[src/rtl/router_fsm.sv]
// router_fsm: sequencing controller for the 1x3 router datapath.
// Decodes the header address, steps the register/parity block through its
// load phases, and generates the FIFO write enable and source-side busy.
//
//   state | meaning
//   ------+-------------------------------------------------------------
//   DA    | decode address: wait for a valid header, latch destination
//   LFD   | load first data: header byte written via the register block
//   LD    | load data: payload bytes written, source free-running
//   FFS   | fifo full: destination full, stall source and hold writes
//   LAF   | load after full: flush the byte held while the FIFO was full
//   LP    | load parity: parity byte written
//   CPE   | check parity error: clear internal register state
//   WTE   | wait till empty: destination still holds an older packet
module router_fsm #(
  parameter int NUM_PORTS = 3
) (
  input  logic       clock,
  input  logic       resetn,
  input  logic       pkt_valid,
  input  logic [1:0] data_in,
  input  logic       fifo_full,
  input  logic       fifo_empty_0,
  input  logic       fifo_empty_1,
  input  logic       fifo_empty_2,
  input  logic       soft_reset_0,
  input  logic       soft_reset_1,
  input  logic       soft_reset_2,
  input  logic       parity_done,
  input  logic       low_packet_valid,
  output logic       busy,
  output logic       detect_add,
  output logic       lfd_state,
  output logic       ld_state,
  output logic       laf_state,
  output logic       full_state,
  output logic       rst_int_reg,
  output logic       write_enb_reg,
  output logic [1:0] dest_addr
);

  // With three ports the first unused address value marks an invalid header.
  localparam logic [1:0] ADDR_INVALID = 2'(NUM_PORTS);

  typedef enum logic [2:0] {
    S_DA  = 3'd0,
    S_LFD = 3'd1,
    S_LD  = 3'd2,
    S_FFS = 3'd3,
    S_LAF = 3'd4,
    S_LP  = 3'd5,
    S_CPE = 3'd6,
    S_WTE = 3'd7
  } state_t;

  state_t     r_state;
  state_t     w_next_state;
  logic [1:0] r_dest_addr;
  logic       w_hdr_valid;
  logic       w_hdr_empty;
  logic       w_sel_empty;
  logic       w_sel_soft_reset;

  assign w_hdr_valid = pkt_valid && (data_in != ADDR_INVALID);

  // Empty flag of the port named by the header currently on data_in.
  always_comb begin
    w_hdr_empty = 1'b0;
    case (data_in)
      2'd0:    w_hdr_empty = fifo_empty_0;
      2'd1:    w_hdr_empty = fifo_empty_1;
      2'd2:    w_hdr_empty = fifo_empty_2;
      default: w_hdr_empty = 1'b0;
    endcase
  end

  // Empty flag and soft reset of the latched destination port.
  always_comb begin
    w_sel_empty      = 1'b0;
    w_sel_soft_reset = 1'b0;
    case (r_dest_addr)
      2'd0: begin
        w_sel_empty      = fifo_empty_0;
        w_sel_soft_reset = soft_reset_0;
      end
      2'd1: begin
        w_sel_empty      = fifo_empty_1;
        w_sel_soft_reset = soft_reset_1;
      end
      2'd2: begin
        w_sel_empty      = fifo_empty_2;
        w_sel_soft_reset = soft_reset_2;
      end
      default: begin
        w_sel_empty      = 1'b0;
        w_sel_soft_reset = 1'b0;
      end
    endcase
  end

  // State register.
  always_ff @(posedge clock or negedge resetn) begin
    if (!resetn) begin
      r_state <= S_DA;
    end else begin
      r_state <= w_next_state;
    end
  end

  // Destination latch: captured only when a valid header is accepted in DA.
  always_ff @(posedge clock or negedge resetn) begin
    if (!resetn) begin
      r_dest_addr <= 2'd0;
    end else if ((r_state == S_DA) && w_hdr_valid) begin
      r_dest_addr <= data_in;
    end
  end

  // Next-state logic; a soft reset on the selected port overrides everything.
  always_comb begin
    w_next_state = r_state;
    if ((r_state != S_DA) && w_sel_soft_reset) begin
      w_next_state = S_DA;
    end else begin
      case (r_state)
        S_DA: begin
          if (w_hdr_valid) begin
            w_next_state = w_hdr_empty ? S_LFD : S_WTE;
          end
        end
        S_LFD: w_next_state = S_LD;
        S_LD: begin
          if (fifo_full) begin
            w_next_state = S_FFS;
          end else if (!pkt_valid) begin
            w_next_state = S_LP;
          end
        end
        S_FFS: begin
          if (!fifo_full) begin
            w_next_state = S_LAF;
          end
        end
        S_LAF: begin
          if (parity_done) begin
            w_next_state = S_DA;
          end else if (low_packet_valid) begin
            w_next_state = S_LP;
          end else begin
            w_next_state = S_LD;
          end
        end
        S_LP:  w_next_state = S_CPE;
        S_CPE: w_next_state = fifo_full ? S_FFS : S_DA;
        S_WTE: begin
          if (w_sel_empty) begin
            w_next_state = S_LFD;
          end
        end
        default: w_next_state = S_DA;
      endcase
    end
  end

  // Moore output decode from the registered state only.
  always_comb begin
    detect_add    = 1'b0;
    lfd_state     = 1'b0;
    ld_state      = 1'b0;
    laf_state     = 1'b0;
    full_state    = 1'b0;
    rst_int_reg   = 1'b0;
    write_enb_reg = 1'b0;
    busy          = 1'b1;
    case (r_state)
      S_DA: begin
        detect_add = 1'b1;
        busy       = 1'b0;
      end
      S_LFD: lfd_state = 1'b1;
      S_LD: begin
        ld_state      = 1'b1;
        write_enb_reg = 1'b1;
        busy          = 1'b0;
      end
      S_FFS: full_state = 1'b1;
      S_LAF: begin
        laf_state     = 1'b1;
        write_enb_reg = 1'b1;
      end
      S_LP:  write_enb_reg = 1'b1;
      S_CPE: rst_int_reg = 1'b1;
      S_WTE: busy = 1'b1;
      default: busy = 1'b1;
    endcase
  end

  assign dest_addr = r_dest_addr;

endmodule

[config.mk]
export PLATFORM = sky130hd
export DESIGN_NAME = router_fsm
export DESIGN_NICKNAME = d
export VERILOG_FILES = /design/src/rtl/router_fsm.sv
export SDC_FILE = /design/constraint.sdc
export NUM_CORES = 1
export LEC_CHECK = 0
export BUFFER_PORTS_ARGS = -buffer_cell sky130_fd_sc_hd__buf_2
export CAP_MARGIN = 10
export CORE_AREA = 2 2 39 41
export CTS_CLUSTER_SIZE = 24
export DETAILED_ROUTE_END_ITERATION = 7
export DIE_AREA = 0 0 41 43
export GPL_TIMING_DRIVEN = 0
export PLACE_DENSITY = 0.67
export REMOVE_ABC_BUFFERS = 1
export SLEW_MARGIN = 20
export SYNTH_ARGS = -nofsm -noshare
export SYNTH_HDL_FRONTEND = slang
export SYNTH_SLANG_ARGS = --single-unit
[constraint.sdc]
create_clock -name clock -period 1.6 [get_ports clock]
set_clock_uncertainty 0.2 [all_clocks]
set_input_delay 0.48 -clock clock [delete_from_list [all_inputs] [get_ports clock]]
set_output_delay 0.48 -clock clock [all_outputs]
set_load 0.01 [all_outputs]
# Word-level counts from Yosys, hierarchy flattened
# Index checks and enable logic that the tools add are counted.
# word_totals
regBits	5
input_bits	14
out_inout_bits	10
elab_cells	50
# classes
n_eq_ne	16
n_mux	22
reduce_logical	10
# ops
operator	n
two-way mux 3 bit	9
case mux 3 bit (8 select lines)	1
== test 3 bit (second input constant)	4
case mux 1 bit (3 select lines)	3
two-way mux 1 bit	8
== test 3 x 2 -> 1 bit (second input constant)	2
!= test 3 bit (second input constant)	2
== test 2 x 1 -> 1 bit (second input constant)	2
== test 2 bit (second input constant)	2
logical NOT 2 bit	2
!= test 4 bit (second input constant)	1
AND reduction 4 bit	1
== test 3 x 1 -> 1 bit (second input constant)	1
logical AND 1 bit	3
logical NOT 3 bit	1
!= test 3 x 2 -> 1 bit (second input constant)	1
nonzero test 3 bit	1
OR reduction 3 bit	1
two-way mux 2 bit	1
!= test 2 bit (second input constant)	1
OR reduction 2 bit	1

# Longest topological paths before layout
# Gate-level depths: netlist (run 1).
# logic_depth
depth_word	6
ltp_mapped	6
ltp_nobuf	5

# Worst setup path before layout (run 1)
# OpenSTA, ideal clock, no wires.
# synth_path
path_type	register to output
start	reg r_state[2]
end	out write_enb_reg
arrival_time_ns	0.967
t_required_ns	0.920
path_slack_ns	-0.047
path_stages_with_launch	4
path_buffers	0
cell_sequence	dfrtp_1 > nand2b_1 > nor2_1 > o21bai_1
# synth_via
elab_chain_len	3
word_cells_on_any_way	5
cone_classes	3 x eq/ne; 1 x mux; 1 x reduce/logical
# synth_rtl
item	line_no	source
from (decl)	56	state_t r_state;
from (signal assigned)	106	r_state <= w_next_state;
== test 3 bit / == test 3 x 2 -> 1 bit (equally long branches)	175	case (r_state)
OR reduction 3 bit (no source line) *	n/a	
two-way mux 1 bit *	175	
to (decl)	38	output logic write_enb_reg,
# Every way passes the cells marked *; elsewhere a longest branch is shown, timed or not.

# Final worst setup path (run 1)
# layout_path
start	reg r_state[2]
end	out detect_add
# layout_via
elab_chain_len	2
# layout_rtl
item	line_no	source
logical NOT 3 bit	175	
two-way mux 1 bit	175	
to (decl)	32	output logic detect_add,
# No other way between the ends.

==> impl_metrics.yaml, run 1 <==
sta:
  rsz0062_at_grt: "yes"
  period_minus_slack_ns: 1.850
  finalCritPeriodShare_pct: 115.6
  slew_violations: 0
  fin_ws_ns: -0.2502
  fmax_mhz: 540.5
  relSlewSlack_pct: 78.71
  final-hold-violation-count: 0
  finalSetupViolations: 11
  tightest_slew_ns: 0.3152
floorplan:
  die_y_um: 43
  die_area_mm2: 0.001763
  dieWidth_um: 41
  io_pins: 24
  initial_core_util_pct: 33.73
  row_count: 14
  coreArea_mm2: 0.001384
yosys:
  async_flop_share_pct: 100.0
  synth-edff-count: 0
  seq_area_frac_synth_pct: 26.81
  synth_ff_type: "dfrtp_1"
  synth_top_area_cell: "dfrtp_1"
  yosys_warnings: 0
  synthCells: 57
  syn-cell-area_um2: 466.7
  yosys-top-cells-count: "7 x nor2_1, 5 x dfrtp_1, 4 x nand2_1"
  synthTopCellsByArea: "dfrtp_1 27%, nor2_1 5.6%, a211oi_1 4.8%, mux2i_1 4.3%, nor2b_1 4.0%"
  syn_area_per_cell_um2: 8.188
  ys_ff_latch: 5
  yosys.cell_types.count: 35
  synth_top_cell_area_share_pct: 26.81
  synth.most_common_cell: "nor2_1"
place:
  place_congestion: 0.6613
  post-dp-hpwl_um: 834.4
  place_ws_ns: -0.1675
  numPortBuffers: 23
  place_area_um2: 591.8
flow_run:
  cap_viol_max_count: 0
grt:
  grt_pass1_vias: 499
  grt_overflow: 0
  grt_usage_pct: 15.67
  antenna_found_initial: 0
  grt_pass1_wl_mm: 1.876
  grt_max_degree: 9
layout:
  areaGrowthSynthToFinish_pct: 72.65
  n_antenna_cell: 0
  drive_above_1_share_pct: 58.95
  seqCellArea_um2: 130.1
  multiInputGateArea_um2: 371.6
  fillers: 124
  stdcell_area_um2: 805.8
  fin_nets: 110
routing:
  via_per_inst: 5.063
  vias: 562
  drc: 0
  drt_pre_antenna_iters: 4
  wl_mm: 1.285
  first_iter_violations: 4
  wl_per_cell_um: 11.58
  ant_nets: 0
setup_path:
  worstPathArrival_ns: 1.17
  startpoint_type: "flip-flop"
  worstSetupPathType: "flip-flop to primary output"
  endpoint_kind: "primary output"
  crit_fanout: 6
  crit_required_ns: 0.92
cts:
  htree_levels: 1
  ctsLongestPathBuffers: 2
  cts_tree: "built"
  clock-sinks: 5
  cts_root_buf: "clkbuf_4"
  path_clk_slew_ns: 0.04
  numCtsBuffers: 3
  clock_latency_ns: 0.24
power:
  p_leak_nw: 0.3851
  pwr_density_cell_mw_per_mm2: 1867
  peakVddDrop_mv: 0.9796
outcome:
  outcome: "complete, but fails checks"
  violations: "negative setup slack"
hold_path:
  hp-class: "input port to flip-flop"
## flip-flops by register name (all words and copies together) (netlist names)
name,cells
r_state,3
dest_addr,2
## per-layer routing
metal / part of all wire, % / vias up / global-route usage (%)
li1: - / 287 / -
met1: 43 / 262 / 18.42
met2: 53 / 11 / 25.31
met3: 3.0 / 2 / 3.141
met4: 0.78 / 0 / 8.000
met5: 0 / - / 0
## cell usage in the layout (no fill, tap or decap), types with 2 or more instances in the layout
master	count
nor2b_1	3
buf_6	4
nor2_1	6
a211oi_1	2
a211oi_2	2
mux2i_1	2
buf_2	20
o21ai_0	2
nor2_4	2
buf_4	10
clkbuf_4	3
nand2_1	3
dfrtp_2	4
## power breakdown
group | internal, W | switching, W
Combinational | 0.000594 | 0.000448
Clock | 0.0000940 | 0.0000467
Sequential | 0.000197 | 0.000125
Total | 0.000885 | 0.000619
## path summary, 6_finish.rpt
check / cells past startpoint / endpoint / from / slack, ns
max in group asynchronous: 2 / r_state[1] / resetn / 0.69
min: 2 / dest_addr[0] / data_in[0] / 0.34
min reg2reg: 1 / dest_addr[1] / dest_addr[1] / 0.40
min in group asynchronous: 2 / dest_addr[0] / resetn / 0.38
max: 3 / detect_add / r_state[2] / -0.25
max reg2reg: 7 / r_state[0] / r_state[2] / -0.18
## worst max-delay path, cell delays in order (launching register included)
cell and delay, ns:
dfrtp_2 0.44, or2_4 0.28, nor2_4 0.10, buf_6 0.11
## per-stage QoR
| step | power (W) | TNS, ns | utilization, % | hold slack, ns | cells |
|---|---|---|---|---|---|
| after floorplan | 0.0007163 | -0.1508 | - | -0.01559 | 55 |
| after global placement | 0.0009204 | -0.8171 | 42.77 | 0.09423 | 94 |
| after detailed placement | 0.0009259 | -0.9132 | 42.77 | 0.09385 | 94 |
| after CTS | 0.001271 | -1.780 | 51.36 | 0.3298 | 105 |
| after global routing | 0.001635 | -2.709 | 58.23 | 0.3444 | 111 |
| final | 0.001505 | -1.916 | 58.23 | 0.3423 | 111 |
## area by class of cell
cell class | count | share of cell area, %
inverter | 2 | 0.9317
sequential | 5 | 16.15
timing repair buffer | 36 | 31.06
clock buffer | 4 | 3.261
tap | 16 | 2.484
multi-input combinational | 48 | 46.12
## cells by family (layout without fill, tap and decap cells)
logic type / after synthesis / count (layout) / share of synthesized area (%)
compound gates: 20 / 20 / 32.71
mux: 3 / 3 / 6.702
buf+inv: 4 / 42 / 3.754
simple gates: 25 / 25 / 30.03
flops: 5 / 5 / 26.81
## repair_timing
action                     4_1_cts  5_1_grt
gates resized for setup          7       12
hold endpoints to repair         5        0
hold buffers                     1        0
pin swaps                        2        4
setup buffers                    6        6
setup endpoints to repair       11       14
Power figures use the tool's default switching activity.
==> run 2: changes to the inputs <==
--- a/config.mk
+++ b/config.mk
@@ -7,12 +7,16 @@
 export LEC_CHECK = 0
 export BUFFER_PORTS_ARGS = -buffer_cell sky130_fd_sc_hd__buf_2
 export CAP_MARGIN = 10
-export CORE_AREA = 2 2 39 41
+export CELL_PAD_IN_SITES_DETAIL_PLACEMENT = 0
+export CELL_PAD_IN_SITES_GLOBAL_PLACEMENT = 1
+export CORE_ASPECT_RATIO = 1.1
+export CORE_MARGIN = 1
+export CORE_UTILIZATION = 29
 export CTS_CLUSTER_SIZE = 24
 export DETAILED_ROUTE_END_ITERATION = 7
-export DIE_AREA = 0 0 41 43
 export GPL_TIMING_DRIVEN = 0
-export PLACE_DENSITY = 0.67
+export HOLD_SLACK_MARGIN = 0.06
+export PLACE_DENSITY = 0.77
 export REMOVE_ABC_BUFFERS = 1
 export SLEW_MARGIN = 20
 export SYNTH_ARGS = -nofsm -noshare
==> run 2 against run 1 <==
Against the previous run:
- the flow still finishes with violations (negative setup slack)
- global-route usage shrank 0.63 points
- sequential power shrank 2%
- combinational power shrank 5%
- critical path depth grew 1
- clock power is essentially flat
- sequential share of layout area grew 0.076 points
- largest cell class unchanged
- largest power group unchanged
==> impl_metrics.yaml, run 2 (synthesis results as in run 1) <==
setup_path:
  crit_fanout: 7
  worstPathArrival_ns: 1.17
  startpoint_type: "flip-flop"
  crit_required_ns: 0.92
  worstSetupPathType: "flip-flop to primary output"
  endpoint_kind: "primary output"
layout:
  areaGrowthSynthToFinish_pct: 71.85
  regMostFlops: "r_state"
  largest_reg_flops: 3
  fin_nets: 110
  drive_above_1_share_pct: 61.05
  layout_common_cells: "22 x buf_2, 9 x buf_4, 6 x nor2_1, 4 x dfrtp_2, 4 x buf_6"
  n_antenna_cell: 0
  final_cells: 111
  layout_commonest_cell: "buf_2"
  utilization_pct: 55.84
routing:
  first_iter_violations: 8
  ant_nets: 0
  drc: 0
  via_per_inst: 5.090
  wl_mm: 1.209
  vias: 565
  drt_pre_antenna_iters: 3
  wl_per_cell_um: 10.89
sta:
  tightest_slew_ns: 0.3037
  slew_violations: 0
  finalSetupViolations: 8
  rsz0062_at_grt: "yes"
  period_minus_slack_ns: 1.852
  fin_ws_ns: -0.2519
  setup_tns_ns: -1.701
  final-hold-violation-count: 0
  fmax_mhz: 540.0
  relSlewSlack_pct: 79.54
  finalCritPeriodShare_pct: 115.7
place:
  numPortBuffers: 23
  post-dp-hpwl_um: 828.9
  place_ws_ns: -0.1739
  dp.cells: 94
  place_congestion: 0.7505
cts:
  cts_tree: "built"
  clock_latency_ns: 0.24
  cts_root_buf: "clkbuf_4"
  ctsLongestPathBuffers: 2
  clock-sinks: 5
  htree_levels: 1
  numCtsBuffers: 3
  path_clk_slew_ns: 0.04
power:
  pwr_density_cell_mw_per_mm2: 1805
  p_leak_nw: 0.3856
  peakVddDrop_mv: 0.8410
floorplan:
  initial_core_util_pct: 32.49
  row_count: 14
  dieWidth_um: 40.25
  die_area_mm2: 0.001774
  io_pins: 24
  coreArea_mm2: 0.001436
  die_y_um: 44.08
grt:
  antenna_found_initial: 0
  grt_pass1_wl_mm: 1.869
  grt_max_degree: 14
  grt_overflow: 0
  grt_pass1_vias: 495
  grt_usage_pct: 15.05
outcome:
  outcome: "complete, but fails checks"
  violations: "negative setup slack"
flow_run:
  cap_viol_max_count: 0
hold_path:
  hp-class: "input port to flip-flop"
[run 2: what timing repair did]
| action | CTS | global route |
|---|---|---|
| resized for setup | 14 | 6 |
| setup buffers | 10 | 2 |
| endpoints found under the setup margin | 12 | 13 |
| hold endpoints to repair | 5 | 0 |
| pin swaps | 5 | 2 |
| hold buffers | 1 | 0 |
[run 2: worst paths after layout]
kind	end	slack [ns]	cells after the start	start
setup / recovery	write_enb_reg	-0.25	4	r_state[0]
hold / removal	dest_addr[0]	0.34	2	data_in[0]
setup reg to reg	r_state[0]	0.01	6	r_state[2]
hold reg to reg	dest_addr[1]	0.39	1	dest_addr[1]
max in group asynchronous	dest_addr[1]	0.69	2	resetn
min in group asynchronous	r_state[0]	0.37	2	resetn
[run 2: area by class of cell]
class / instances / area, um2
inverter: 2 / 7.507
multi-input combinational: 48 / 385.4
timing repair buffer: 36 / 232.7
clock buffer: 4 / 26.28
tap: 16 / 20.02
fill: 131 / 634.4
sequential: 5 / 130.1
[run 2: per-stage QoR]
| stage | hold slack [ns] | power, W | area [um2] |
|---|---|---|---|
| finish | 0.3423 | 0.001448 | 802.0 |
| global route | 0.3520 | 0.001563 | 802.0 |
| CTS | 0.3366 | 0.001370 | 762.0 |
| detailed placement | 0.09428 | 0.0009318 | 591.8 |
| global placement | 0.09230 | 0.0009318 | 591.8 |
| floorplan | -0.01559 | 0.0007163 | 456.7 |
[run 2: critical path, stage by stage (launching register included)]
cell,delay (ns)
dfrtp_2,0.45
buf_6,0.14
nor2_4,0.10
o21bai_1,0.10
buf_2,0.14
[run 2: per-layer routing]
| metal | wire [um] | part of all wire, % | GRT usage (%) | vias up |
|---|---|---|---|---|
| li1 | - | - | - | 287 |
| met1 | 528 | 44 | 17.74 | 262 |
| met2 | 609 | 50 | 24.52 | 12 |
| met3 | 31 | 2.6 | 1.508 | 4 |
| met4 | 40 | 3.3 | 10.67 | 0 |
| met5 | 0 | 0 | 0 | - |
[run 2: where the power goes]
part	switching [W]	internal (W)
sequential	0.000119	0.000197
combinational	0.000439	0.000553
clock	0.0000458	0.0000939
